<file path="src/rtl/mux_pkg.sv">
// +--------------------------------------------------------------------+
// | mux_pkg : shared constants and helpers for mux_arb_n               |
// | Rev 1.0                                                            |
// +--------------------------------------------------------------------+
`default_nettype none

package mux_pkg;

  localparam logic MODE_FIXED = 1'b0;
  localparam logic MODE_RR    = 1'b1;

  // A 2-channel mux still needs a 1-bit index, so never return 0.
  function automatic int ch_width(input int n);
    return (n <= 2) ? 1 : $clog2(n);
  endfunction

endpackage

`default_nettype wire

</file>
<file path="src/rtl/rr_arbiter.sv">
// +--------------------------------------------------------------------+
// | rr_arbiter : round-robin grant, search starts just above ptr       |
// | Rev 1.0                                                            |
// +--------------------------------------------------------------------+
`default_nettype none

module rr_arbiter
  import mux_pkg::*;
#(
  parameter  int NUM_CH = 4,
  localparam int CH_W   = ch_width(NUM_CH)
) (
  input  logic [NUM_CH-1:0] req,
  input  logic [CH_W-1:0]   ptr,
  input  logic              en,
  output logic [NUM_CH-1:0] grant,
  output logic [CH_W-1:0]   idx
);

  int   cand;
  logic found;

  always_comb begin
    grant = '0;
    idx   = '0;
    found = 1'b0;
    cand  = 0;
    // Last-granted channel is visited last, which gives the rotation.
    for (int off = 1; off <= NUM_CH; off++) begin
      cand = 32'(ptr) + off;
      if (cand >= NUM_CH) cand = cand - NUM_CH;
      if (en && !found && req[cand[CH_W-1:0]]) begin
        found                  = 1'b1;
        grant[cand[CH_W-1:0]]  = 1'b1;
        idx                    = cand[CH_W-1:0];
      end
    end
  end

endmodule

`default_nettype wire

</file>
<file path="src/rtl/mux_arb_n.sv">
// +--------------------------------------------------------------------+
// | mux_arb_n : registered N:1 mux, fixed-select or round-robin mode   |
// | Rev 1.0                                                            |
// +--------------------------------------------------------------------+
`default_nettype none

module mux_arb_n
  import mux_pkg::*;
#(
  parameter  int NUM_CH = 4,
  parameter  int DATA_W = 8,
  localparam int CH_W   = ch_width(NUM_CH)
) (
  input  logic                     i_clk,
  input  logic                     i_rst,
  input  logic                     i_mode,
  input  logic [CH_W-1:0]          i_sel,
  input  logic [NUM_CH-1:0]        i_in_valid,
  input  logic [NUM_CH*DATA_W-1:0] i_in_data,
  output logic [NUM_CH-1:0]        o_in_ready,
  output logic                     o_valid,
  output logic [DATA_W-1:0]        o_data,
  output logic [CH_W-1:0]          o_ch,
  input  logic                     i_out_ready
);

  localparam logic [CH_W:0]   SEL_LIMIT = (CH_W+1)'(NUM_CH);
  localparam logic [CH_W-1:0] PTR_RST   = CH_W'(NUM_CH - 1);

  logic [NUM_CH-1:0] rr_grant, fix_grant, grant;
  logic [CH_W-1:0]   rr_idx, ch_sel;
  logic [DATA_W-1:0] data_sel;
  logic              load_en, xfer;

  logic              valid_d, valid_q;
  logic [DATA_W-1:0] data_d, data_q;
  logic [CH_W-1:0]   ch_d, ch_q, ptr_d, ptr_q;

  rr_arbiter #(.NUM_CH(NUM_CH)) u_rr (
    .req   (i_in_valid),
    .ptr   (ptr_q),
    .en    (i_mode == MODE_RR),
    .grant (rr_grant),
    .idx   (rr_idx)
  );

  always_comb begin
    fix_grant = '0;
    if (i_mode == MODE_FIXED && {1'b0, i_sel} < SEL_LIMIT)
      fix_grant[i_sel] = i_in_valid[i_sel];
    grant  = (i_mode == MODE_RR) ? rr_grant : fix_grant;
    ch_sel = (i_mode == MODE_RR) ? rr_idx : i_sel;

    data_sel = '0;
    for (int k = 0; k < NUM_CH; k++)
      if (grant[k]) data_sel = i_in_data[k*DATA_W +: DATA_W];

    // Ready is held low during reset so nothing is offered to a register being cleared.
    load_en    = !valid_q || i_out_ready;
    xfer       = load_en && (|grant) && !i_rst;
    o_in_ready = grant & {NUM_CH{load_en && !i_rst}};

    valid_d = valid_q;
    data_d  = data_q;
    ch_d    = ch_q;
    ptr_d   = ptr_q;
    if (xfer) begin
      valid_d = 1'b1;
      data_d  = data_sel;
      ch_d    = ch_sel;
      if (i_mode == MODE_RR) ptr_d = ch_sel;
    end else if (i_out_ready) begin
      valid_d = 1'b0;
    end
  end

  always_ff @(posedge i_clk) begin
    if (i_rst) begin
      valid_q <= 1'b0;
      data_q  <= '0;
      ch_q    <= '0;
      ptr_q   <= PTR_RST;
    end else begin
      valid_q <= valid_d;
      data_q  <= data_d;
      ch_q    <= ch_d;
      ptr_q   <= ptr_d;
    end
  end

  assign o_valid = valid_q;
  assign o_data  = data_q;
  assign o_ch    = ch_q;

endmodule

`default_nettype wire

</file>
<file path="config.mk">
export PLATFORM = sky130hd
export DESIGN_NAME = mux_arb_n
export DESIGN_NICKNAME = d
export VERILOG_FILES = /design/src/rtl/mux_pkg.sv /design/src/rtl/rr_arbiter.sv /design/src/rtl/mux_arb_n.sv
export SDC_FILE = /design/constraint.sdc
export NUM_CORES = 1
export LEC_CHECK = 0
export CORE_MARGIN = 2
export CORE_UTILIZATION = 45
export CTS_BUF_LIST = sky130_fd_sc_hd__clkbuf_16
export DETAILED_ROUTE_END_ITERATION = 10
export DONT_BUFFER_PORTS = 1
export GPL_TIMING_DRIVEN = 0
export PLACE_DENSITY_LB_ADDON = 0.12
export SLEW_MARGIN = 10
export SYNTH_ARGS = -nofsm -noshare
export SYNTH_HDL_FRONTEND = slang
export SYNTH_SLANG_ARGS = --single-unit
</file>
<file path="constraint.sdc">
create_clock -name i_clk -period 9.1 [get_ports i_clk]
set_clock_uncertainty 0.15 [all_clocks]
set_input_delay 1.365 -clock i_clk [delete_from_list [all_inputs] [get_ports i_clk]]
set_output_delay 1.365 -clock i_clk [all_outputs]
set_load 0.03 [all_outputs]
</file>
==> results of run 1 <==
power by group through the flow:
stage	registers [mW]	logic [mW]	clock network, mW
final	0.140	0.270	0.0815
after global routing	0.144	0.297	0.0859
after CTS	0.140	0.269	0.0821
after detailed placement	0.141	0.268	0
after global placement	0.141	0.260	0
after floorplan	0.136	0.218	0
per-layer routing:
layer | GRT usage (%) | part of all wire, %
met1 | 27.12 | 41
met2 | 37.52 | 49
met3 | 7.860 | 9.2
met4 | 2.273 | 0.13
met5 | 0 | 0
cells in the final DEF, fill, tap and decap left out, types with 2 or more instances in the layout:
master | netlist | routed
buf_2 | 4 | 4
nand3_1 | 9 | 9
mux2i_1 | 7 | 7
mux2_2 | 8 | 8
nand2b_1 | 4 | 4
a211oi_1 | 2 | 2
ha_1 | 7 | 7
a21o_1 | 2 | 2
nand4_1 | 3 | 3
a221o_1 | 10 | 10
clkbuf_1 | 7 | 7
inv_1 | 5 | 6
and2_1 | 2 | 2
nor3_1 | 4 | 4
clkbuf_16 | 0 | 3
nand2_1 | 3 | 3
mux4_2 | 4 | 4
dfxtp_1 | 13 | 13
a31oi_1 | 4 | 4
a21oi_1 | 24 | 24
nor2b_1 | 4 | 4
nor2_1 | 17 | 17
nor4_1 | 2 | 2
and3_1 | 10 | 10
cell families (layout without fill, tap and decap cells):
logic type,after synthesis,in the layout,synth area share [%]
compound gates,53,53,26.72
fa+ha+maj,7,7,6.340
buf+inv,17,21,5.526
flops,13,13,18.84
mux,19,19,18.12
simple gates,62,62,24.46
worst min-delay path by stage:
stage	cells after the start	end	from	slack, ns
after floorplan	2	o_valid$_SDFFE_PP0P_	o_valid$_SDFFE_PP0P_	0.48
after global placement	2	o_valid$_SDFFE_PP0P_	o_valid$_SDFFE_PP0P_	0.50
after detailed placement	2	o_valid$_SDFFE_PP0P_	o_valid$_SDFFE_PP0P_	0.52
after CTS	2	o_valid$_SDFFE_PP0P_	o_valid$_SDFFE_PP0P_	0.52
after global routing	2	o_valid$_SDFFE_PP0P_	o_valid$_SDFFE_PP0P_	0.54
final	2	o_ch[0]$_SDFFE_PP0P_	o_ch[0]$_SDFFE_PP0P_	0.52
through the flow:
stage	setup slack [ns]	area, um^2
5_1_grt	2.862	1501
6_report	3.184	1501
4_1_cts	3.215	1501
3_5_place_dp	3.485	1423
3_3_place_gp	3.522	1423
2_1_floorplan	4.091	1381
worst min-delay path, stage by stage, from the launching register on:
cell and delay, ns:
dfxtp_1 0.40, a21oi_1 0.16, a211oi_1 0.06
state kept, by name, summed over array words and instances, names as in the netlist:
name     count
o_data       8
o_ch         2
ptr_q        2
o_valid      1
final cells by class:
| type | instances | share of cell area [%] |
|---|---|---|
| Buffer | 12 | 3.833 |
| Multi-Input combinational cell | 141 | 69.58 |
| Tap cell | 33 | 2.750 |
| Clock inverter | 1 | 0.2500 |
| Clock buffer | 3 | 5.000 |
| Sequential cell | 13 | 17.33 |
| Inverter | 5 | 1.250 |
==> summary.md, run 1 <==
| Metric | Value |
|---|---|
| Largest net degree at the start of global routing | 11 |
| Yosys top cell area share | about a fifth |
| Layout Nets | 225 |
| Status | complete, no violations |
| CP Capture Type | primary output |
| Cell Area, Synth | roughly 0.0014 mm^2 |
| # Post-CTS Setup Buffers | 0 |
| Area growth syn-to-layout | 8.696% |
| CTS Buf Count | 3 |
| Ys async rst share | 0% |
| Max stage delay on crit path | 0.98 ns |
| Crit-path cells | clkbuf_1 -> inv_1 -> ha_1 -> clkbuf_1 -> mux4_2 -> a221o_1 -> o32ai_1 -> nor2_1 |
| Grt total ovfl | 0 |
| Comb power frac | 54.9% |
| Wire length per cell | 18.61 um |
| Slew HR | a little under a quarter |
| Buf/Inv on CP | 3 |
| First DRT Iteration DRCs | 63 |
| Min cycle time layout | just under 6 ns |
| Path depth of the worst reg2reg path | 11 |
| Final TNS setup | 0 ns |
| NetSw | approximately 240 uW |
| Critical path type | reg -> out |
| Synth warn | 0 |
| Initial antenna violation count | 0 |
| Post-Route WL | ~3900 um |
| First-pass GRT wire length | roughly 5900 um |
| VDD IR max | 0.1775 mV |
| # hold bufs at CTS | 0 |
| Root Buffer | clkbuf_16 |
| Power density of the placed cells | between 300 and 400 mW/mm^2 |
| Die Width | 59.41 um |
| Total GRT Usage | a little over a fifth |
| Max frequency | between 150 and 200 MHz |
| CP top delay family | compound AO/OA/AOI/OAI gates |
| Total power | 491.0 uW |
| Peak fanout along the critical path | 10 |
| Slowest CP cell | o32ai_1 |
| Sequential share of the synthesized area | 18.84% |
| Clock latency on the worst-skew pair | 0.24 ns |
| Critical Path RT | 7.59 ns |
| Tcrit/Tclk final | about two thirds |
| Number of gates resized after CTS | 0 |
| Max Cap Violations | 0 |
| Util after Layout | 50.42% |
| Least-Margin Pin Slew | 1.148 ns |
| Cells after Synth | 171 |
| Flop pwr share | 28.5% |
| Vias | 1,396 |
| Yosys top cell by area | dfxtp_1 |
| Internal power consumption | 253.0 uW |
| Starting Density | 46.39% |
| RSZ-0062 raised after global routing | no |
| Main synth FF type | dfxtp_1 |
| Crit start category | flip-flop |
| FF-to-FF End | o_data[4]$_SDFFE_PP0P_ |
| Worst R2R Start | ptr_q[0]$_SDFFE_PP1P_ |
| CP most frequent cell | clkbuf_1 |
| Critical Path Sink | o_in_ready[2] |
| Number of top-level pins | 57 |
| Core area | 0.002978 mm^2 |
| Fillers | between 200 and 300 |
| Final Setup Violations | 0 |
| Number of diodes | 0 |
| Synth Area per Inst | 8.078 um^2 |
| FF/Latch Area | 260.3 um^2 |
| Clock Sinks | 13 |
| Hold crit path type | reg -> reg |
| Critical Path AT | 4.40 ns |
| Multi-input gate area | 0.001045 mm^2 |
| Sw Ratio | 48.47% |
| Number of flops mapped to enable cells by yosys | 0 |
| CTS tree | yes |
| Crit path launch | ptr_q[0]$_SDFFE_PP1P_ |
| Final HPWL DP | 3036 um |
| IO buf count | 0 |
| Leak pwr | 0.6307 nW |
| CTS clock-pin slew for the worst setup and hold paths | approximately 0.04 ns |
| Vias/cell | 6.712 |
| Residual DRC | 0 |
| Final hold slack | about 0.52 ns |
| Layout cells sized above 1 | 13.14% |
| Cell Count, Final, Fillers Out | 208 |
| Max Slew Vio Count | 0 |
| CP Depth | 8 |
| Drt pass-1 iters | 4 |
| Reg-to-reg slack, setup | 4.14 ns |
| Synth top area cells | dfxtp_1 (19%), a21oi_1 (8.7%), a221o_1 (7.2%), mux2_2 (6.5%), mux4_2 (6.5%) |
| RD Place Congestion | 0.8376 |
| Number of distinct library cells after synthesis | 39 |
| Most frequent cells after synthesis | a21oi_1 (24), nor2_1 (17), dfxtp_1 (13) |
| Final Hold Viols | 0 |
| Vias in the first global route | 1,227 |
| Seq cells post-synth | 13 |
| Die footprint | 0.003529 mm^2 |
| Final antenna-violating net count | 0 |
| Clk network pwr share | about 17% |
| Post-synthesis net count | 220 |
| Rows | 20 |
| Htree depth | 1 |
| Die height | 59.41 um |
| Placed cell count | 204 |
| Deepest clock path buffer count | 2 |
| Top-count cell post-synth | a21oi_1 |
No activity file was read; power rests on OpenSTA's default activity.
==> run 2, diff against run 1 <==
==> constraint.sdc (replaced) <==
create_clock -name i_clk -period 4.9 [get_ports i_clk]
set_clock_uncertainty 0.15 [all_clocks]
set_input_delay 0.735 -clock i_clk [delete_from_list [all_inputs] [get_ports i_clk]]
set_output_delay 0.735 -clock i_clk [all_outputs]
set_load 0.03 [all_outputs]
==> run 2 against run 1 <==
  * Cell count down 0.48%
  * Non-clock buffer count shrank 1
  * Global-route usage unchanged
  * Sequential power rose by 86%
  * Sequential cell count stayed put
  * Critical path type unchanged
  * Routed wire length shrank 0.15%
  * Critical path depth up 1
  * Utilization rose by 0.50 points
  * Die area stayed put
  * Combinational power is 87% higher
  * Clock-buffer cell count is the same
==> summary.md, run 2 (same netlist as run 1, synthesis figures left out) <==
| Metric | Value |
|---|---|
| # Post-CTS Setup Buffers | 0 (unchanged) |
| Leak pwr | 0.6380 nW (+1.2%) |
| Die footprint | 0.003529 mm^2 (unchanged) |
| Starting Density | 46.39% (unchanged) |
| Total GRT Usage | 21.92% (unchanged) |
| Final TNS setup | 0 ns (unchanged) |
| Met1 WL | 1601 um (-0.12%) |
| Post-Route WL | 3865 um (-0.15%) |
| CTS Buf Count | 3 (unchanged) |
| Residual DRC | 0 (unchanged) |
| Final antenna-violating net count | 0 (unchanged) |
| Placed cell area | 0.001423 mm^2 (unchanged) |
| Critical path type | reg -> out |
| Commonest non-fill, non-tap cell in the layout | a21oi_1 |
| DR WL met3 | 340 um (-4.5%) |
| Rows | 20 (unchanged) |
| Wire length per cell | 18.67 um (+0.33%) |
| Tcrit/Tclk final | between 90 and 100% |
| Vias/cell | 6.749 (+0.56%) |
| Core area | 0.002978 mm^2 (unchanged) |
| Max Slew Vio Count | 0 (unchanged) |
| Placed cell count | 204 (unchanged) |
| Least-Margin Pin Slew | 0.7640 ns (-0.3839 ns) |
| Grt total ovfl | 0 (unchanged) |
| Critical Path RT | 4.01 ns (-3.58 ns) |
| CTS clock-pin slew for the worst setup and hold paths | 0.04 ns (about the same) |
| Slew HR | 48.72% (+25 points) |
| Clk network pwr share | 16.3% (-0.3 points) |
| Deepest clock path buffer count | 2 (unchanged) |
| Clock Sinks | 13 (unchanged) |
| Internal power consumption | 474.7 uW (+88%) |
| Status | complete, no violations |
| Flop pwr share | 28.5% (about the same) |
| Number of diodes | 0 (unchanged) |
| Die Width | 59.41 um (unchanged) |
| Die height | 59.41 um (unchanged) |
| Comb power frac | 55.3% (+0.4 points) |
| Vias in the first global route | 1,227 (unchanged) |
| Critical Path AT | 3.65 ns (-0.75 ns) |
| Root Buffer | clkbuf_16 |
| Drt pass-1 iters | 4 (unchanged) |
| Initial antenna violation count | 0 (unchanged) |
| IO buf count | 0 (unchanged) |
| Vias | 1,397 (+0.072%) |
| CTS tree | yes |
| Crit start category | flip-flop |
| Final Setup Violations | 0 (unchanged) |
| Clock latency on the worst-skew pair | 0.24 ns (about the same) |
| RSZ-0062 raised after global routing | no |
| Power density of the placed cells | 604.0 mW/mm^2 (+85%) |
| # hold bufs at CTS | 0 (unchanged) |
| Fillers | 292 (unchanged) |
| VDD IR max | 0.3328 mV (+87%) |
| Peak fanout along the critical path | 10 (unchanged) |
| Total power | 915.9 uW (+87%) |
| Area growth syn-to-layout | 9.782% |
| Number of top-level pins | 57 (unchanged) |
| Final Cell Area | 0.001516 mm^2 (+1.0%) |
| DR WL met2 | 1923 um (+0.89%) |
| Max Cap Violations | 0 (unchanged) |
| Layout cells sized above 1 | 16.67% (+3.5 points) |
| Layout Nets | 224 (-0.44%) |
| First-pass GRT wire length | 5947 um (unchanged) |
| First DRT Iteration DRCs | 65 (+3.2%) |
| Commonest cells after routing, fill and taps aside | a21oi_1 (24), nor2_1 (16), dfxtp_1 (12) |
| Cell Count, Final, Fillers Out | 207 (-0.48%) |
| Hold crit path type | in -> reg |
| Htree depth | 1 (unchanged) |
| NetSw | 441.1 uW (+85%) |
| RD Place Congestion | 0.8376 (unchanged) |
| Final Hold Viols | 0 (unchanged) |
| Sw Ratio | 48.17% (-0.31 points) |
| Number of flip-flops under the largest register name | 8 (unchanged) |
| Final hold slack | 0.4131 ns (-0.1054 ns) |
| Min cycle time layout | 4.532 ns |
| Final HPWL DP | 3036 um (unchanged) |
| Largest net degree at the start of global routing | 11 (unchanged) |
| CP Capture Type | primary output |
| Uppermost layer routed | met3 |
| Max frequency | 220.6 MHz |
## run 2: timing repair
action / in CTS / in global routing
gates resized for setup: 2 / 5
cloned: 0 / 0
setup endpoints to repair: 12 / 12
pin swaps: 0 / 0
## run 2: path summary, 6_finish.rpt
path | endpoint | from | slack (ns) | depth (start not counted)
hold / removal | o_valid$_SDFFE_PP0P_ | i_rst | 0.41 | 1
setup / recovery | o_in_ready[3] | ptr_q[0]$_SDFFE_PP1P_ | 0.37 | 9
hold reg to reg | o_ch[0]$_SDFFE_PP0P_ | o_ch[0]$_SDFFE_PP0P_ | 0.52 | 2
setup reg to reg | o_data[4]$_SDFFE_PP0P_ | ptr_q[0]$_SDFFE_PP1P_ | 0.71 | 10
## run 2: power groups by stage
stage / registers (mW) / logic, mW / clock network [mW]
after floorplan: 0.252 / 0.405 / 0
final: 0.261 / 0.506 / 0.149
after global routing: 0.267 / 0.555 / 0.160
after global placement: 0.261 / 0.484 / 0
after detailed placement: 0.262 / 0.497 / 0
after CTS: 0.260 / 0.502 / 0.153
## run 2: metal layers
layer	track usage, %	up-vias
li1	-	671
met1	27.12	672
met2	37.52	54
met3	7.860	0
met4	2.273	0
met5	0	-
## run 2: through the flow
step	utilization, %	setup WS [ns]
after floorplan	-	0.6866
after global placement	47.77	-0.04790
after detailed placement	47.77	-0.08452
after CTS	50.71	0.09139
after global routing	50.92	0.1384
final	50.92	0.3678
## run 2: cell type report
class / instances / area (um^2) / share of cell area (%)
plain buffers: 11 / 56.30 / 3.713
clock buffers: 3 / 75.07 / 4.951
clock inverters: 1 / 3.754 / 0.2475
inverters: 5 / 18.77 / 1.238
multi-input cells: 141 / 1060 / 69.88
flip-flops and latches: 13 / 261.5 / 17.24
well taps: 33 / 41.29 / 2.723
## run 2: worst max-delay path, cell delays in order (launching register included)
cell      delay [ns]
dfxtp_2         0.44
clkbuf_2        0.28
inv_1           0.18
ha_1            0.52
mux2_2          0.39
o22a_1          0.28
o311ai_0        0.38
a221o_1         0.22
clkbuf_1        0.33
and2_1          0.37
==> run 3, diff against run 2 <==
--- a/config.mk
+++ b/config.mk
@@ -5,9 +5,10 @@
 export SDC_FILE = /design/constraint.sdc
 export NUM_CORES = 1
 export LEC_CHECK = 0
+export CORE_ASPECT_RATIO = 0.9
 export CORE_MARGIN = 2
 export CORE_UTILIZATION = 45
-export CTS_BUF_LIST = sky130_fd_sc_hd__clkbuf_16
+export CTS_BUF_LIST = sky130_fd_sc_hd__clkbuf_4 sky130_fd_sc_hd__clkbuf_8 sky130_fd_sc_hd__clkbuf_16
 export DETAILED_ROUTE_END_ITERATION = 10
 export DONT_BUFFER_PORTS = 1
 export GPL_TIMING_DRIVEN = 0
==> constraint.sdc (replaced) <==
create_clock -name i_clk -period 4.67 [get_ports i_clk]
set_clock_uncertainty 0.15 [all_clocks]
set_input_delay 0.7005 -clock i_clk [delete_from_list [all_inputs] [get_ports i_clk]]
set_output_delay 0.7005 -clock i_clk [all_outputs]
set_load 0.03 [all_outputs]
==> run 3 against run 2 <==
  * Clock power down 53%
  * Global-route usage up 1.4 points
  * Largest cell class unchanged
  * First-iteration DRC count up 17%
  * Sequential power up 5%
  * Cell count up 4.3%
  * Sequential cell count unchanged
  * Via count about the same
  * Sequential share of layout area up 0.19 points
  * Critical path type unchanged
  * Total power down 2.7%
==> summary.md, run 3 (same netlist as run 1, synthesis figures left out) <==
| Metric | Value |
|---|---|
| Total GRT Usage | 23.36% (+1.4 points) |
| IO buf count | 0 (unchanged) |
| Core area | 0.002995 mm^2 (+0.59%) |
| Uppermost layer routed | met4 |
| Drt pass-1 iters | 4 (unchanged) |
| Min cycle time layout | ~4.3 ns |
| Placed cell count | 213 (+4.4%) |
| DR WL met2 | 1862 um (-3.2%) |
| Final hold slack | 0.3306 ns (-0.08256 ns) |
| Util after Layout | 50.08% (-0.84 points) |
| First-pass GRT wire length | 6658 um (+12%) |
| Max stage delay on crit path | 0.49 ns (-0.03 ns) |
| # Post-CTS Setup Buffers | 0 (unchanged) |
| First DRT Iteration DRCs | 76 (+17%) |
| Die height | 56.56 um (-4.8%) |
| Crit-path cells | clkbuf_2 -> inv_1 -> ha_2 -> mux2_2 -> o22a_1 -> o311ai_0 -> a221o_1 -> clkbuf_2 -> and2_1 |
| Critical Path AT | 3.49 ns (-0.16 ns) |
| Root Buffer | clkbuf_4 |
| CP most frequent cell | clkbuf_2 |
| Buf/Inv on CP | 3 (unchanged) |
| Critical path type | reg -> out |
| Rows | 19 (-5.0%) |
| CTS Buf Count | 3 (unchanged) |
| Die Width | 62.40 um (+5.0%) |
| Hold crit path type | in -> reg |
| RD Place Congestion | 0.8807 (+5.1%) |
| Final HPWL DP | 2935 um (-3.3%) |
| Die footprint | 0.003529 mm^2 (about the same) |
| Max Cap Violations | 0 (unchanged) |
| Grt total ovfl | 0 (unchanged) |
| Clock latency on the worst-skew pair | 0.27 ns (+0.03 ns) |
| Commonest non-fill, non-tap cell in the layout | a21oi_1 |
| Crit start category | flip-flop |
| Slew HR | 47.11% (-1.6 points) |
| Final antenna-violating net count | 0 (unchanged) |
| Vias/cell | 6.463 (-4.2%) |
| Number of flip-flops under the largest register name | 8 (unchanged) |
| Deepest clock path buffer count | 2 (unchanged) |
| Layout cells sized above 1 | 19.54% (+2.9 points) |
| CTS clock-pin slew for the worst setup and hold paths | 0.08 ns (+0.04 ns) |
| Commonest cells after routing, fill and taps aside | a21oi_1 (24), nor2_1 (15), dfxtp_1 (12) |
| Htree depth | 1 (unchanged) |
| Vias in the first global route | 1,379 (+12%) |
| Least-Margin Pin Slew | 0.7880 ns (+0.02399 ns) |
| DR WL met3 | 250 um (-26%) |
| Max Slew Vio Count | 0 (unchanged) |
| Leak pwr | 0.6170 nW (-3.3%) |
| CTS tree | yes |
| Slowest CP cell | ha_2 |
| Peak fanout along the critical path | 10 (unchanged) |
| Residual DRC | 0 (unchanged) |
| Status | complete, no violations |
| Tcrit/Tclk final | between 90 and 100% |
| Layout Nets | 224 (unchanged) |
| Area growth syn-to-layout | 8.605% |
| CP Capture Type | primary output |
| Final Hold Viols | 0 (unchanged) |
| RSZ-0062 raised after global routing | no |
| Power density of the placed cells | 594.2 mW/mm^2 (-1.6%) |
| Post-Route WL | 3959 um (+2.4%) |
| Starting Density | 46.12% (-0.27 points) |
| Initial antenna violation count | 0 (unchanged) |
| Vias | 1,396 (-0.072%) |
| Final Setup Violations | 0 (unchanged) |
| VDD IR max | 0.3101 mV (-6.8%) |
| Max frequency | 230.4 MHz |
| Number of diodes | 0 (unchanged) |
| Clock Sinks | 13 (unchanged) |
| CP top delay family | compound AO/OA/AOI/OAI gates |
| Met1 WL | 1829 um (+14%) |
| Wire length per cell | 18.33 um (-1.8%) |
| Critical Path RT | 3.82 ns (-0.19 ns) |
| Cell Count, Final, Fillers Out | 216 (+4.3%) |
| Largest net degree at the start of global routing | 11 (unchanged) |
| Number of top-level pins | 57 (unchanged) |
## run 3: cell count changes in the layout (fill, tap and decap cells not counted), sizes merged
cell	delta
clkinv	+1
inv	-1
## run 3: metrics by stage
stage	TNS [ns]	total power [mW]	instance area [um^2]	setup WS, ns
2_1_floorplan	0	0.6901	1381	0.4911
3_3_place_gp	-2.317	0.7878	1434	-0.3353
6_report	0	0.8915	1500	0.3301
5_1_grt	0	0.9620	1500	0.08646
4_1_cts	0	0.8786	1476	0.01237
3_5_place_dp	-3.048	0.7965	1434	-0.3779
## run 3: what timing repair did
action,4_1_cts,5_1_grt
endpoints found under the setup margin,12,11
resized for setup,5,7
cloned,0,0
hold buffers,0,0
## run 3: worst register-to-register path, delay by kind of cell, from the launching register on
family | cells | cell delay [ns]
compound gates | 4 | 1.39
flops | 1 | 0.44
mux | 1 | 0.39
simple gates | 2 | 0.70
buf+inv | 2 | 0.49
fa+ha+maj | 1 | 0.49
## run 3: worst paths after layout
check	from	endpoint	slack, ns	depth (start not counted)
worst min-delay path	i_rst	o_valid$_SDFFE_PP0P_	0.33	1
worst max-delay path	ptr_q[0]$_SDFFE_PP1P_	o_in_ready[3]	0.33	9
worst min register to register	o_valid$_SDFFE_PP0P_	o_valid$_SDFFE_PP0P_	0.51	2
worst max register to register	ptr_q[0]$_SDFFE_PP1P_	o_data[1]$_SDFFE_PP0P_	0.56	10
## run 3: power breakdown
| group | internal [mW] | total [mW] | switching [mW] |
|---|---|---|---|
| logic | 0.234 | 0.548 | 0.314 |
| clock network | 0.0317 | 0.0696 | 0.0379 |
| registers | 0.158 | 0.273 | 0.115 |
## run 3: area by class of cell
class                      instances  area (um^2)
tap                               42        52.55
sequential                        13        261.5
inverter                           5        18.77
buffer                            11        57.56
multi-input combinational        141         1082
fill                             311         1495
clock buffer                       3        22.52
clock inverter                     1        5.005
## run 3: layer usage
layer / up-vias / global-route usage (%)
li1: 666 / -
met1: 688 / 32.46
met3: 2 / 7.415
met5: - / 0
met4: 0 / 4.762
met2: 40 / 35.64
